`src/rtl/codec_cfg_seq.sv`:
```
// codec_cfg_seq
// Register-initialisation sequencer for the audio codec control port.
// Walks a table of register writes, issues each one to the SPI master,
// optionally reads it back and compares, retries failed attempts, and
// reports completion or the index of the entry that could not be written.
//
// Ports:
//   clk          system clock (shared with the SPI master)
//   rst          asynchronous active-low reset
//   start        one-cycle pulse, begins a pass (ignored while busy)
//   tbl_addr     table index; table answers combinationally on tbl_data
//   tbl_data     [6:0] register address, [7] ignored, [15:8] write data
//   spi_req      one-cycle transaction request to the SPI master
//   spi_wr_en    1 = write, 0 = read
//   spi_data_tx  transaction word, same layout as tbl_data
//   spi_data_rx  read data returned by the SPI master
//   spi_done     transaction-complete pulse from the SPI master
//   busy         pass in progress
//   cfg_done     last pass completed cleanly (level)
//   cfg_err      last pass aborted (level)
//   err_index    failing entry, meaningful while cfg_err is high
//
// Timing notes: the timeout window counts the request cycle itself, so an
// attempt is abandoned in the TIMEOUT-th cycle after spi_req unless
// spi_done arrives in that same cycle. GAP_WAIT lasts exactly GAP cycles
// (GAP must be at least 1).

module codec_cfg_seq #(
    parameter int NUM_REGS  = 8,
    parameter int VERIFY    = 1,
    parameter int TIMEOUT   = 255,
    parameter int RETRY_MAX = 3,
    parameter int GAP       = 4
) (
    input  logic        clk,
    input  logic        rst,
    input  logic        start,
    output logic [3:0]  tbl_addr,
    input  logic [15:0] tbl_data,
    output logic        spi_req,
    output logic        spi_wr_en,
    output logic [15:0] spi_data_tx,
    input  logic [7:0]  spi_data_rx,
    input  logic        spi_done,
    output logic        busy,
    output logic        cfg_done,
    output logic        cfg_err,
    output logic [3:0]  err_index
);

    typedef enum logic [3:0] {
        ST_IDLE, ST_FETCH, ST_WR_REQ, ST_WR_WAIT, ST_RD_REQ, ST_RD_WAIT,
        ST_CHECK, ST_GAP_WAIT, ST_NEXT, ST_FIN, ST_FAIL
    } state_t;

    localparam logic [3:0] LAST_IDX  = 4'(NUM_REGS - 1);
    localparam logic [7:0] TMO_LAST  = 8'(TIMEOUT - 1);
    localparam logic [7:0] GAP_LAST  = 8'(GAP - 1);
    localparam logic [7:0] RETRY_LIM = 8'(RETRY_MAX);

    state_t      state_r, state_s;
    state_t      after_gap_r, after_gap_s;
    logic [3:0]  idx_r, idx_s;
    logic [7:0]  retry_r, retry_s;
    logic [7:0]  tmo_r, tmo_s;
    logic [7:0]  gap_r, gap_s;
    logic [7:0]  rd_data_r, rd_data_s;
    logic [15:0] tx_r, tx_s;
    logic        wr_en_r, wr_en_s;
    logic        req_r, req_s;
    logic        busy_r, busy_s;
    logic        done_r, done_s;
    logic        err_r, err_s;
    logic [3:0]  eidx_r, eidx_s;
    logic        attempt_fail_s;

    // Next-state and next-register computation for the whole sequencer.
    always_comb begin
        state_s        = state_r;
        after_gap_s    = after_gap_r;
        idx_s          = idx_r;
        retry_s        = retry_r;
        tmo_s          = (tmo_r == 8'hFF) ? tmo_r : tmo_r + 8'd1;
        gap_s          = gap_r;
        rd_data_s      = rd_data_r;
        tx_s           = tx_r;
        wr_en_s        = wr_en_r;
        done_s         = done_r;
        err_s          = err_r;
        eidx_s         = eidx_r;
        attempt_fail_s = 1'b0;

        case (state_r)
            ST_IDLE, ST_FIN, ST_FAIL: begin
                if (start) begin
                    done_s  = 1'b0;
                    err_s   = 1'b0;
                    idx_s   = 4'd0;
                    retry_s = 8'd0;
                    state_s = ST_FETCH;
                end else begin
                    state_s = state_r;
                end
            end
            ST_FETCH:   state_s = ST_WR_REQ;
            ST_WR_REQ:  state_s = ST_WR_WAIT;
            ST_WR_WAIT: begin
                // spi_done takes priority over an expiring timeout.
                if (spi_done) begin
                    gap_s       = 8'd0;
                    after_gap_s = (VERIFY != 0) ? ST_RD_REQ : ST_NEXT;
                    state_s     = ST_GAP_WAIT;
                end else if (tmo_r >= TMO_LAST) begin
                    attempt_fail_s = 1'b1;
                end else begin
                    state_s = ST_WR_WAIT;
                end
            end
            ST_RD_REQ:  state_s = ST_RD_WAIT;
            ST_RD_WAIT: begin
                if (spi_done) begin
                    rd_data_s = spi_data_rx;
                    state_s   = ST_CHECK;
                end else if (tmo_r >= TMO_LAST) begin
                    attempt_fail_s = 1'b1;
                end else begin
                    state_s = ST_RD_WAIT;
                end
            end
            ST_CHECK: begin
                if (rd_data_r == tx_r[15:8]) begin
                    gap_s       = 8'd0;
                    after_gap_s = ST_NEXT;
                    state_s     = ST_GAP_WAIT;
                end else begin
                    attempt_fail_s = 1'b1;
                end
            end
            ST_GAP_WAIT: begin
                if (gap_r >= GAP_LAST) begin
                    state_s = after_gap_r;
                end else begin
                    gap_s = gap_r + 8'd1;
                end
            end
            ST_NEXT: begin
                retry_s = 8'd0;
                if (idx_r == LAST_IDX) begin
                    done_s  = 1'b1;
                    state_s = ST_FIN;
                end else begin
                    idx_s   = idx_r + 4'd1;
                    state_s = ST_FETCH;
                end
            end
            default: state_s = ST_IDLE;
        endcase

        // A failed attempt either retries the same entry after a gap or aborts.
        if (attempt_fail_s) begin
            if (retry_r < RETRY_LIM) begin
                retry_s     = retry_r + 8'd1;
                gap_s       = 8'd0;
                after_gap_s = ST_WR_REQ;
                state_s     = ST_GAP_WAIT;
            end else begin
                eidx_s  = idx_r;
                err_s   = 1'b1;
                state_s = ST_FAIL;
            end
        end else begin
            attempt_fail_s = 1'b0;
        end

        // The transaction word is loaded on entry to WR_REQ so it is already
        // valid alongside spi_req; tbl_addr has equalled idx since FETCH.
        if (state_s == ST_WR_REQ) begin
            tx_s    = tbl_data;
            wr_en_s = 1'b1;
            tmo_s   = 8'd0;
        end else if (state_s == ST_RD_REQ) begin
            wr_en_s = 1'b0;
            tmo_s   = 8'd0;
        end else begin
            tx_s = tx_s;
        end

        req_s  = (state_s == ST_WR_REQ) || (state_s == ST_RD_REQ);
        busy_s = !((state_s == ST_IDLE) || (state_s == ST_FIN) || (state_s == ST_FAIL));
    end

    // State register.
    always_ff @(posedge clk or negedge rst) begin
        if (!rst) begin
            state_r <= ST_IDLE;
        end else begin
            state_r <= state_s;
        end
    end

    // Datapath and registered outputs.
    always_ff @(posedge clk or negedge rst) begin
        if (!rst) begin
            after_gap_r <= ST_IDLE;
            idx_r       <= 4'd0;
            retry_r     <= 8'd0;
            tmo_r       <= 8'd0;
            gap_r       <= 8'd0;
            rd_data_r   <= 8'd0;
            tx_r        <= 16'd0;
            wr_en_r     <= 1'b1;
            req_r       <= 1'b0;
            busy_r      <= 1'b0;
            done_r      <= 1'b0;
            err_r       <= 1'b0;
            eidx_r      <= 4'd0;
        end else begin
            after_gap_r <= after_gap_s;
            idx_r       <= idx_s;
            retry_r     <= retry_s;
            tmo_r       <= tmo_s;
            gap_r       <= gap_s;
            rd_data_r   <= rd_data_s;
            tx_r        <= tx_s;
            wr_en_r     <= wr_en_s;
            req_r       <= req_s;
            busy_r      <= busy_s;
            done_r      <= done_s;
            err_r       <= err_s;
            eidx_r      <= eidx_s;
        end
    end

    assign tbl_addr    = idx_r;
    assign spi_req     = req_r;
    assign spi_wr_en   = wr_en_r;
    assign spi_data_tx = tx_r;
    assign busy        = busy_r;
    assign cfg_done    = done_r;
    assign cfg_err     = err_r;
    assign err_index   = eidx_r;

endmodule

```
`config.mk`:
```
export PLATFORM = sky130hd
export DESIGN_NAME = codec_cfg_seq
export DESIGN_NICKNAME = d
export VERILOG_FILES = /design/src/rtl/codec_cfg_seq.sv
export SDC_FILE = /design/constraint.sdc
export NUM_CORES = 1
export LEC_CHECK = 0
export ABC_AREA = 1
export CAP_MARGIN = 20
export CORE_AREA = 2 2 84 86
export DETAILED_ROUTE_END_ITERATION = 10
export DIE_AREA = 0 0 86 88
export PLACE_DENSITY = 0.77
export SYNTH_ARGS = -nofsm -noshare
export SYNTH_HDL_FRONTEND = slang
export SYNTH_SLANG_ARGS = --single-unit
```
`constraint.sdc`:
```
create_clock -name clk -period 2.3 [get_ports clk]
set_clock_uncertainty 0.05 [all_clocks]
set_input_delay 0.46 -clock clk [delete_from_list [all_inputs] [get_ports clk]]
set_output_delay 0.46 -clock clk [all_outputs]
set_load 0.03 [all_outputs]
```
* Word level (Yosys, flattened, before mapping)
Index checks and enable logic that the tools add are counted.
** Operators by class
- Add/subtract/negate cells :: 4
- Order comparisons :: 3
- Equal/unequal tests :: 21
- Multiplexer cells :: 45
- Bitwise gates (word level) :: 1
- Reduce and logical (&&, ||, !) cells :: 14
** Operators by type and width (count)
- 8-bit 2-to-1 mux :: 11
- 4-bit 2-to-1 mux :: 16
- 4-bit one-hot mux with 9 select lines :: 1
- 8-bit by 1-bit adder with 8-bit output (second input constant) :: 3
- 4-bit by 3-bit equality test with 1-bit output (second input constant) :: 6
- 8-bit one-hot mux with 3 select lines :: 1
- 4-bit equality test (second input constant) :: 5
- 4-bit one-hot mux with 2 select lines :: 2
- 8-bit one-hot mux with 2 select lines :: 1
- 4-bit by 2-bit equality test with 1-bit output (second input constant) :: 3
- 1-bit 2-to-1 mux :: 11
- 8-bit equality test :: 1
- 8-bit equality test (second input constant) :: 1
- 8-bit by 2-bit >= comparator with 1-bit output (second input constant) :: 1
- 8-bit >= comparator (second input constant) :: 1
- 4-bit logical NOT :: 2
- 8-bit by 2-bit < comparator with 1-bit output (second input constant) :: 1
- 2-bit inequality test (second input constant) :: 3
- 3-bit AND reduction :: 2
- 4-bit by 1-bit adder with 4-bit output (second input constant) :: 1
- 4-bit by 1-bit equality test with 1-bit output (second input constant) :: 1
- 1-bit one-hot mux with 2 select lines :: 2
- 2-bit AND reduction :: 2
- 2-bit nonzero test :: 2
- other kinds (6) :: 8
** Storage, ports and cells
- Flip-flop bits (word level) :: 69
- Input port bits :: 28

* Logic depth before layout (Yosys ltp)
- Depth in word-level cells :: 9
- Gate-level depth with buffers :: 15

* Least setup slack after synthesis
OpenSTA, ideal clock, no wires.
- Kind :: reg-to-reg
- From :: register tx_r[14] (netlist: spi_data_tx[14])
- To :: register tx_r[12] (netlist: spi_data_tx[12])
- Setup time :: 0.118 ns
- Arrival :: 1.810 ns
- Required time :: 2.132 ns
- Setup slack :: 0.322 ns
- Stages on the path, launching flop included :: 14
- Path buffers :: 1
- Cell sequence :: dfrtp_1 -> xnor2_1 -> nand2_1 -> nor2_1 -> nand2_1 -> nand2_2 -> nand2_4 -> nand2_4 -> nand2_4 -> nor2_8 -> nand3_4 -> buf_6 -> nand2_1 -> nand2_1
** Between the ends
- Word-level cells in the longest chain between the ends :: 5
- Elaborated cells on any way between the ends :: 7
- Classes of those cells :: eq/ne: 2; mux: 5
** Ends and longest elaborated chain
- start, declared :: line 68 : logic [15:0] tx_r, tx_s;
- start signal, assigned :: line 224 : tx_r <= tx_s;
- 8-bit equality test (*) :: line 131 : if (rd_data_r == tx_r[15:8]) begin
- 4-bit 2-to-1 mux or 1-bit 2-to-1 mux (tied branches) :: line 131
- 4-bit one-hot mux with 9 select lines or 1-bit one-hot mux with 2 select lines (tied branches) :: line 93 : case (state_r)
- 4-bit 2-to-1 mux (*) :: line 160 : if (attempt_fail_s) begin
- via state_s[2] :: line 61 : state_t state_r, state_s;
- 4-bit by 2-bit equality test with 1-bit output (*) :: line 177 : if (state_s == ST_WR_REQ) begin
Mark *: on every way through the listed nets, which the timed path passes. The rest lies on a longest branch.
A chain may end at the register's enable or synchronous reset.

* Worst setup path in the final report
- From :: register retry_r[0]
- To :: register tx_r[7] (netlist: spi_data_tx[7])
** Between the ends
- Word-level cells in the longest chain between the ends :: 4
** Ends and longest elaborated chain
- start, declared :: line 64 : logic [7:0] retry_r, retry_s;
- start signal, assigned :: line 220 : retry_r <= retry_s;
- 8-bit by 2-bit < comparator with 1-bit output :: line 161 : if (retry_r < RETRY_LIM) begin
- 4-bit 2-to-1 mux :: line 161
- 4-bit 2-to-1 mux :: line 160
- via state_s[3] :: line 61
- 4-bit by 2-bit equality test with 1-bit output :: line 177
The timed path passes the listed nets, and every way through them passes these cells.

==> qor.csv <==
metric;value;unit
status;complete, no violations;
FP Rows;30;
final WL;7020;µm
sequential share of the synthesized area;0.508;
total track usage;0.208;
largest family of logic cells by synthesized area;simple AND/OR/NAND/NOR gates;
Post-Route Setup TNS;0;ns
overall die width;86;µm
H-Tree Depth;3;
routability cong.;0.902;
TritonCTS buffer count;9;
DRC errors left;0;
Starting Density;0.512;
final hold vios;0;
I/O pins;57;
Core Util, Final;0.642;
Synthesized Nets;445;
Fmax;483;MHz
area grow syn2layout;25.3;%
Max transition margin;0.760;
max_cap viols;0;
initial antenna violation count;0;
number of stages on the worst setup path;11;
Worst Setup End Kind;flop;
power share of the sequential group;0.316;
RSZ-0062 raised after global routing;no;
WL/cell;12.4;µm
Worst Path Max Fanout;25;
reg2reg path depth;11;
Starting DRT DRC Count;179;
port bufs;56;
Psw;0.00291;W
slowest cell delay on critical path;0.41;ns
crit path DAT;2.30;ns
die area;7570;µm²
fraction of the mapped netlist area in simple logic gates;0.301;
CTS Hold Bufs;0;
Lkg Pwr;2.14;nW
Root Buffer;clkbuf_8;
PwrDens;1460;nW/µm²
worst min-delay path class;in -> async;
Pre-antenna DRT Iters;4;
Critical Path RT;2.53;ns
Post-synth ARST share;1.00;
clk buf depth;2;
Core ar.;6640;µm²
Sw Ratio;0.469;
slowest CP cell;dfrtp_1;
Vias;2820;
Clk pwr share;0.136;
die height;88;µm
Yosys reg bits;69;
wire length of the first global-routing pass;12500;µm
Antenna Cells;0;
most repeated library cell on the critical path;inv_1;
Startpoint Class;flop;
share of cells above drive strength 1;0.117;
Post-Syn Area;3400;µm²
Routed Antenna Nets;0;
number of global-route vias before repair;2778;
EDFF count, synth;0;
post-synthesis xor/xnor area fraction;0.0206;
largest net degree at the start of global routing;70;
CTS tree;yes;
Reg clk slew, reported paths;0.07;ns
pins over their slew limit;0;
DPL Wire Length;5070;µm
post-synthesis mux area share;0;
CP cell instances;ha_1 > nor3_1 > inv_1 > nor2_1 > inv_1 > nand2_4 > nand3_2 > nor2_4 > buf_12 > nand3_1 > nand2_1;
post-route minimum period;2.07;ns
Warnings, synthesis;0;
Synth Area in Compound Gates;0.0794;
Adder-Cell Fraction of Synth Area;0.0184;
Synth cell types;34;
# nets final;514;
ys flop type;dfrtp_1;
Post-CTS Resized;0;
worst vdd ir;717;µV
Final Setup Violations;0;
post-route clock period utilization;0.901;
Sink Count;69;
delay-heaviest family, CP;simple AND/OR/NAND/NOR gates;
Clk Latency, worst-skew pair;0.34;ns
syn_area_per_cell;8.26;µm²
internal power;0.00330;W
combinational share of power;0.549;
actual slew at the worst max-slew pin;0.360;ns
Post-CTS Repair Setup Buffers;0;
total grt overflow;0;
vias per std cell;4.98;
Setup CP Type;reg -> reg;
Post-Synthesis Cells;412;
Buf/Inv on CP;3;
==> power by group through the flow <==
stage          sequential [W]  combinational (W)  clock (W)
2_1_floorplan         0.00238            0.00199          0
3_3_place_gp          0.00197            0.00334          0
3_5_place_dp          0.00198            0.00342          0
4_1_cts               0.00196            0.00343   0.000870
5_1_grt               0.00202            0.00381   0.000932
6_report              0.00196            0.00341   0.000842
==> path summary, 6_finish.rpt <==
kind | slack [ns] | startpoint | to
min in group clk | 0.42 | spi_wr_en | spi_wr_en
worst min-delay path | 0.07 | rst | retry_r[3]
worst min register to register | 0.42 | spi_wr_en | spi_wr_en
max in group asynchronous | 1.79 | rst | spi_wr_en
worst max-delay path | 0.23 | retry_r[0] | spi_data_tx[7]
worst max register to register | 0.23 | retry_r[0] | spi_data_tx[7]
==> registers in the layout (all words and copies together) (netlist names) <==
name         flops
tbl_addr         4
after_gap_r      4
cfg_done         1
gap_r            8
spi_data_tx     16
spi_req          1
spi_wr_en        1
state_r          4
cfg_err          1
tmo_r            8
err_index        4
rd_data_r        8
busy             1
retry_r          8
==> worst register-to-register path, cell delays in order, from the launching register on <==
cell and delay (ns):
dfrtp_1 0.41, ha_1 0.20, nor3_1 0.13, inv_1 0.05
nor2_1 0.24, inv_1 0.17, nand2_4 0.16, nand3_2 0.12
nor2_4 0.15, buf_12 0.17, nand3_1 0.09, nand2_1 0.07
==> area by class of cell <==
type / count / area [µm²]
fill: 557 / 2380
inverter: 53 / 199
sequential: 69 / 1730
clock buffer: 10 / 128
multi-input combinational: 284 / 1430
timing repair buffer: 64 / 641
clock inverter: 6 / 40.0
tap: 80 / 100
==> cell usage in the layout, fill, tap and decap left out, types with 3 or more instances in the layout <==
cell type          n
clkbuf_8           9
o21ai_0           23
clkinv_2           3
nor2_1            35
buf_4              6
nand2_2            8
xnor2_1            4
nand2_4            4
a21oi_1           15
nand3_1           37
clkdlybuf4s50_1   55
nor2_2             6
dfrtp_1           68
inv_1             49
nand2_1          121
xor2_1             4
inv_2              4
ha_1               5
==> synthesized netlist by cell type, drive strengths merged, types with 2 or more instances <==
| cell | instances | area, µm² |
|---|---|---|
| a21oi | 17 | 92.6 |
| nand3 | 39 | 213 |
| o21ai | 25 | 125 |
| xnor2 | 4 | 35.0 |
| a21boi | 2 | 15.0 |
| xor2 | 4 | 35.0 |
| dfrtp | 68 | 1700 |
| nor3 | 3 | 20.0 |
| nand4 | 2 | 12.5 |
| nand2 | 133 | 549 |
| ha | 5 | 62.6 |
| buf | 5 | 43.8 |
| or2 | 2 | 12.5 |
| inv | 53 | 199 |
| nor2 | 44 | 211 |
==> through the flow <==
stage | power [W] | cell area, µm² | hold WS [ns] | setup slack (ns) | instances
global placement | 0.00531 | 4100 | 0.404 | 0.116 | 550
global route | 0.00677 | 4260 | 0.104 | 0.0535 | 566
floorplan | 0.00437 | 3400 | 0.114 | 0.322 | 412
CTS | 0.00626 | 4260 | 0.0893 | 0.209 | 566
detailed placement | 0.00540 | 4100 | 0.410 | 0.0715 | 550
finish | 0.00621 | 4260 | 0.0674 | 0.228 | 566
==> cells by family (layout without fill, tap and decap cells) <==
group | count (synthesis) | count (layout)
xor+xnor | 8 | 8
simple gates | 224 | 224
fa+ha+maj | 5 | 5
buf+inv | 59 | 133
flops | 69 | 69
compound gates | 47 | 47
==> layer usage <==
layer	share of wire	vias up	global-route usage
met3	0.038	11	0.0349
met5	0	-	0
met2	0.48	50	0.324
met4	0.013	0	0.0837
met1	0.47	1327	0.292
li1	-	1432	-
(Power assumes the default switching activity.)
